`src/rtl/pifo_sram_bank_if.sv`:
```
// rtl/pifo_sram_bank_if.sv - read/write request bundle between a PIFO node and its SRAM bank
//
// Signals:
//   i_read, i_read_addr     read request and address (node -> bank)
//   o_read_data, o_rd_valid registered read data and its one-cycle valid (bank -> node)
//   i_write, i_write_addr   write request and address (node -> bank)
//   i_write_data            write data, layout {cnt1,meta1,pay1,cnt0,meta0,pay0}
//   o_ready                 bank finished clearing itself and services requests
// Modports: master = PIFO node side, slave = SRAM bank side.
interface pifo_sram_bank_if #(
    parameter int ADW = 5,
    parameter int DW  = 52
);
    logic           i_read;
    logic [ADW-1:0] i_read_addr;
    logic [DW-1:0]  o_read_data;
    logic           o_rd_valid;
    logic           i_write;
    logic [ADW-1:0] i_write_addr;
    logic [DW-1:0]  i_write_data;
    logic           o_ready;

    modport master (
        output i_read, i_read_addr, i_write, i_write_addr, i_write_data,
        input  o_read_data, o_rd_valid, o_ready
    );

    modport slave (
        input  i_read, i_read_addr, i_write, i_write_addr, i_write_data,
        output o_read_data, o_rd_valid, o_ready
    );
endinterface

```
`src/rtl/pifo_sram_bank.sv`:
```
// rtl/pifo_sram_bank.sv - self-clearing 1R1W storage bank for one PIFO tree level
//
// Ports:
//   i_clk  sole clock, rising edge
//   i_rst  synchronous active-high reset; restarts the clearing sweep
//   bus    pifo_sram_bank_if.slave: read/write requests, registered read data,
//          read valid and ready
// After reset the bank writes EMPTY into every entry (one per cycle) before it
// accepts requests. Reads have one cycle of latency and forward same-cycle
// write data when the addresses match.
module pifo_sram_bank #(
    parameter int PTW      = 16,
    parameter int MTW      = 0,
    parameter int CTW      = 10,
    parameter int SRAM_ADW = 5
) (
    input  logic             i_clk,
    input  logic             i_rst,
    pifo_sram_bank_if.slave  bus
);
    localparam int DEPTH = 2 ** SRAM_ADW;
    localparam int HW    = CTW + MTW + PTW;
    localparam int DW    = 2 * HW;
    localparam int CNT_W = SRAM_ADW + 1;

    // Empty half: zero counter and metadata, all-ones payload (lowest priority).
    localparam logic [HW-1:0]    EMPTY_HALF = {{(CTW + MTW){1'b0}}, {PTW{1'b1}}};
    localparam logic [DW-1:0]    EMPTY      = {EMPTY_HALF, EMPTY_HALF};
    localparam logic [CNT_W-1:0] LAST_ADDR  = CNT_W'(DEPTH - 1);

    typedef enum logic {
        ST_INIT,
        ST_RUN
    } state_t;

    state_t               state;
    state_t               next_state;
    logic [CNT_W-1:0]     init_cnt;
    logic [CNT_W-1:0]     next_cnt;

    logic [DW-1:0]        mem [DEPTH];

    logic                 mem_we;
    logic [SRAM_ADW-1:0]  mem_waddr;
    logic [DW-1:0]        mem_wdata;
    logic                 rd_en;
    logic [DW-1:0]        rd_fwd;

    logic [DW-1:0]        rd_q;
    logic                 rd_valid_q;

    always_ff @(posedge i_clk) begin
        if (i_rst) begin
            state      <= ST_INIT;
            init_cnt   <= '0;
            rd_q       <= EMPTY;
            rd_valid_q <= 1'b0;
        end else begin
            state      <= next_state;
            init_cnt   <= next_cnt;
            rd_valid_q <= rd_en;
            if (rd_en) begin
                rd_q <= rd_fwd;
            end
        end
    end

    always_comb begin
        next_state = state;
        next_cnt   = init_cnt;
        mem_we     = 1'b0;
        mem_waddr  = bus.i_write_addr;
        mem_wdata  = bus.i_write_data;
        rd_en      = 1'b0;
        case (state)
            ST_INIT: begin
                // Node requests are ignored; the write port belongs to the sweep.
                mem_we    = 1'b1;
                mem_waddr = init_cnt[SRAM_ADW-1:0];
                mem_wdata = EMPTY;
                next_cnt  = init_cnt + 1'b1;
                if (init_cnt == LAST_ADDR) begin
                    next_state = ST_RUN;
                end
            end
            ST_RUN: begin
                mem_we = bus.i_write;
                rd_en  = bus.i_read;
            end
            default: begin
                next_state = ST_INIT;
            end
        endcase
    end

    // Write-first: a read that collides with this cycle's write sees the new data.
    always_comb begin
        rd_fwd = mem[bus.i_read_addr];
        if (bus.i_write && (bus.i_write_addr == bus.i_read_addr)) begin
            rd_fwd = bus.i_write_data;
        end
    end

    // Storage has no reset; contents are defined by the clearing sweep. Nothing
    // is written in a reset cycle so requests present then are dropped.
    always_ff @(posedge i_clk) begin
        if (!i_rst && mem_we) begin
            mem[mem_waddr] <= mem_wdata;
        end
    end

    assign bus.o_read_data = rd_q;
    assign bus.o_rd_valid  = rd_valid_q;
    assign bus.o_ready     = (state == ST_RUN);
endmodule

```
`src/flat_wrapper.sv`:
```
// flat-port wrapper written by rule: the top's interface ports become plain ports
module pifo_sram_bank_flat 
#(
    parameter int PTW      = 16,
    parameter int MTW      = 0,
    parameter int CTW      = 10,
    parameter int SRAM_ADW = 5
)
  (i_clk, i_rst, bus_i_read, bus_i_read_addr, bus_i_write, bus_i_write_addr, bus_i_write_data, bus_o_read_data, bus_o_rd_valid, bus_o_ready);
  pifo_sram_bank_if #(.ADW((5)), .DW((2 * (CTW + MTW + PTW)))) bus_i ();
  input  logic i_clk;
  input  logic i_rst;
  input wire logic [$bits(bus_i.i_read)-1:0] bus_i_read;
  input wire logic [$bits(bus_i.i_read_addr)-1:0] bus_i_read_addr;
  input wire logic [$bits(bus_i.i_write)-1:0] bus_i_write;
  input wire logic [$bits(bus_i.i_write_addr)-1:0] bus_i_write_addr;
  input wire logic [$bits(bus_i.i_write_data)-1:0] bus_i_write_data;
  output wire logic [$bits(bus_i.o_read_data)-1:0] bus_o_read_data;
  output wire logic [$bits(bus_i.o_rd_valid)-1:0] bus_o_rd_valid;
  output wire logic [$bits(bus_i.o_ready)-1:0] bus_o_ready;
  assign bus_i.i_read = bus_i_read;
  assign bus_i.i_read_addr = bus_i_read_addr;
  assign bus_i.i_write = bus_i_write;
  assign bus_i.i_write_addr = bus_i_write_addr;
  assign bus_i.i_write_data = bus_i_write_data;
  assign bus_o_read_data = bus_i.o_read_data;
  assign bus_o_rd_valid = bus_i.o_rd_valid;
  assign bus_o_ready = bus_i.o_ready;
  pifo_sram_bank #(.PTW(PTW), .MTW(MTW), .CTW(CTW), .SRAM_ADW(SRAM_ADW)) u_core (.i_clk(i_clk), .i_rst(i_rst), .bus(bus_i));
endmodule
```
`config.mk`:
```
export PLATFORM = sky130hd
export DESIGN_NAME = pifo_sram_bank_flat
export DESIGN_NICKNAME = d
export VERILOG_FILES = /design/src/rtl/pifo_sram_bank_if.sv /design/src/rtl/pifo_sram_bank.sv /design/src/flat_wrapper.sv
export SDC_FILE = /design/constraint.sdc
export NUM_CORES = 2
export LEC_CHECK = 0
export BUFFER_PORTS_ARGS = -buffer_cell sky130_fd_sc_hd__buf_2
export CORE_AREA = 4 4 368 370
export DETAILED_ROUTE_END_ITERATION = 16
export DIE_AREA = 0 0 372 374
export PLACE_DENSITY = 0.65
export REMOVE_ABC_BUFFERS = 1
export SYNTH_ARGS = -nofsm -noshare
export SYNTH_HDL_FRONTEND = slang
export SYNTH_SLANG_ARGS = --single-unit
```
`constraint.sdc`:
```
create_clock -name i_clk -period 5.57 [get_ports i_clk]
set_input_delay 0.2785 -clock i_clk [delete_from_list [all_inputs] [get_ports i_clk]]
set_output_delay 0.2785 -clock i_clk [all_outputs]
set_load 0.02 [all_outputs]
```
==> results.cfg <==
[placed_design]
placed_area_mm2 = 0.0692
numPortBuffers = 119
hpwl_um = 96900
gp_congestion = 0.832

[outcome]
outcome = completed

[synth]
synthFlopType = edfxtp_1
synth_seq_cells = 1724
seq_area_frac_synth_pct = 77.9
netlist_top_cells_count = edfxtp_1, mux2i_1, a22oi_1, mux4_2, nor2_1
synth.avg_cell_area_um2 = 19.9
synth.most_common_cell = edfxtp_1
ys_top_cells_by_area = edfxtp_1, mux4_2, mux2i_1
yosysWarnings = 0
synth_cell_types = 46
netlist_area_mm2 = 0.0657
async_flop_share_pct = 0
yosysTopAreaCellShare_pct = 76.0
yosys.area.top_type = edfxtp_1
netlist_instances = 3301
synth_edf_count = 1664

[timing]
worst_pin_slew_ns = 1.32
skew_ns = 0.0256
fmax_mhz = 290
rsz0062_at_grt = false
fin_crit_ns = 3.45
drv_slew = 0
setup_viol = 0
max_slew_margin_pct = 12.0
hold_viol = 0
tns_ns = 0
period_share_pct = 61.9

[clock_tree]
htreeDepth = 4
cts_max_path_buffers = 3
cts_sinks = 1724
path_clk_slew_ns = 0.06
post_cts_buffers = 0
cts_tree = yes
cts_buffers = 170
clockRootBuffer = clkbuf_16
clk_latency_ns = 0.78

[finish]
syn_to_final_growth_pct = 14.1
layout-drive-gt1-share_pct = 20.5
fin_area_mm2 = 0.0750
fill_cells = 9844
nNetsFinal = 3629

[floorplan]
initial_core_util_pct = 49.5
rows = 134
top_level_ports = 120
die_w_um = 372
fp.dieArea_mm2 = 0.139
fp.dieH_um = 374
core_area_mm2 = 0.133

[power_and_ir_drop]
vdd_ir_drop_max_uv = 289
leakage_uw = 0.0243
seqPwrFrac_pct = 53.7
p_comb_share_pct = 3.9
p_sw_share_pct = 20.4
clockPowerShare_pct = 42.4
p_int_uw = 20800
p_total_uw = 26200
p_sw_uw = 5350
p_per_area_mw_per_mm2 = 349

[global_routing]
grt_use_total_pct = 24.3
grt_start_max_net_pins = 136
antenna_found_initial = 8
grt_first_pass_wirelength_um = 243000
overflow = 0
grt_pass1_vias = 33700

[hold_path]
worst_hold_path_type = input port to flip-flop

[critical_path]
cpPeakStageDelay_ns = 0.72
cp_slowest_cell = dfxtp_4
critical-path-top-delay-family = simple AND/OR/NAND/NOR gates
start_kind = flip-flop
crit_path_max_fanout = 42
critPathRequiredTime_ns = 5.96
crit_buf_inv = 1
critPathKind = flip-flop to flip-flop
crit_arrival_ns = 3.84
cp-end-kind = flip-flop
path_cells = mux2i_1 > nor2b_1 > nand2_1 > nor2_4 > buf_4

[detailed_routing]
drt_iter0_drc = 4452
antenna_left = 0
wl_um = 169000
wl_per_cell_um = 30.9
via_per_inst = 6.20
remaining_drc_errors = 0
via_count = 33900
first_pass_iters = 6

[job]
drv_cap = 0
-- repair_timing --
action                                 in CTS  in global routing
gates resized for setup                     0                  0
hold buffers                               37                  0
endpoints found under the hold margin      47                  0
-- stage by stage --
step | instances | hold WS [ns] | util (%) | worst slack [ns]
3_3_place_gp | 5121 | 0.470 | 52.2 | 2.21
6_report | 5472 | 0.159 | 56.5 | 2.12
3_5_place_dp | 5121 | 0.475 | 52.2 | 2.17
2_1_floorplan | 3108 | 0.348 | - | 0.569
4_1_cts | 5470 | 0.104 | 56.5 | 2.10
5_1_grt | 5470 | 0.154 | 56.5 | 1.97
-- power groups by stage --
| stage | Clock [uW] | Sequential (uW) | Combinational, uW |
|---|---|---|---|
| 6_report | 11100 | 14100 | 1020 |
| 3_3_place_gp | 0 | 14300 | 1000 |
| 5_1_grt | 11900 | 14100 | 1070 |
| 2_1_floorplan | 0 | 14300 | 491 |
| 4_1_cts | 11300 | 14100 | 1030 |
| 3_5_place_dp | 0 | 14300 | 1000 |
-- worst paths after layout --
| path | from | endpoint | slack [ns] | depth (start not counted) |
|---|---|---|---|---|
| worst min-delay path | bus_i_read | u_core.bus.o_read_data[48] | 0.16 | 3 |
| worst max register to register | u_core.bus.o_ready | u_core.mem[10][48] | 2.12 | 5 |
| worst max-delay path | u_core.bus.o_ready | u_core.mem[10][48] | 2.12 | 5 |
| worst min register to register | u_core.bus.o_read_data[49] | u_core.bus.o_read_data[49] | 0.48 | 1 |
-- flip-flops by register name, indices dropped and copies added (netlist names) --
name,count
u_core.bus.o_read_data,52
u_core.init_cnt,6
u_core.bus.o_rd_valid,1
u_core.bus.o_ready,1
u_core.mem,1664
-- cell usage in the layout (no fill, tap or decap), types with 14 or more instances in the layout --
master,count
buf_2,116
nor2_1,58
o221ai_1,14
clkbuf_8,19
nor3_1,21
clkinv_2,21
mux2i_1,402
dfxtp_1,59
o21ai_0,19
a21oi_1,32
clkinv_1,21
nand2b_1,30
buf_4,107
mux4_2,216
nand3_1,64
clkbuf_1,56
buf_12,19
o22ai_1,82
a22oi_1,254
nor2_4,35
clkbuf_16,173
edfxtp_1,1664
nand2_1,36
nand4_1,20
and2_1,18
dlygate4sd3_1,37
-- tightest hold or removal path: stages --
cell and delay (ns):
buf_2 0.15, a21oi_4 0.28, a221o_1 0.19
-- layout make-up --
class                   instances  area, um2  area share (%)
repair buffers                282       2180            2.91
clock inverters                64        593           0.791
flip-flops and latches       1724      51200            68.3
clock buffers                 248       4800            6.40
diodes                          2       5.00         0.00668
inverters                       2       7.51          0.0100
multi-input cells            1382      14000            18.7
well taps                    1768       2210            2.95
-- metal layers --
| layer | routed length, um | GRT usage [%] | up-vias |
|---|---|---|---|
| met5 | 0 | 0 | - |
| met1 | 68300 | 34.8 | 17900 |
| li1 | - | - | 14200 |
| met3 | 13300 | 3.82 | 250 |
| met4 | 4740 | 7.07 | 0 |
| met2 | 82800 | 39.0 | 1610 |
-- cell families (layout without fill, tap and decap cells) --
family | count (synthesis) | in the layout | synth area share (%)
adder cells (fa/ha/maj) | 1 | 1 | 0.0190
flip-flops | 1724 | 1724 | 77.9
AO/OA/AOI/OAI | 432 | 432 | 4.65
other | 0 | 2 | 0
XOR/XNOR | 10 | 10 | 0.133
AND/OR/NAND/NOR | 318 | 318 | 2.40
multiplexers | 621 | 621 | 13.6
buffers and inverters | 195 | 596 | 1.32
No activity file was read; power rests on OpenSTA's default activity.
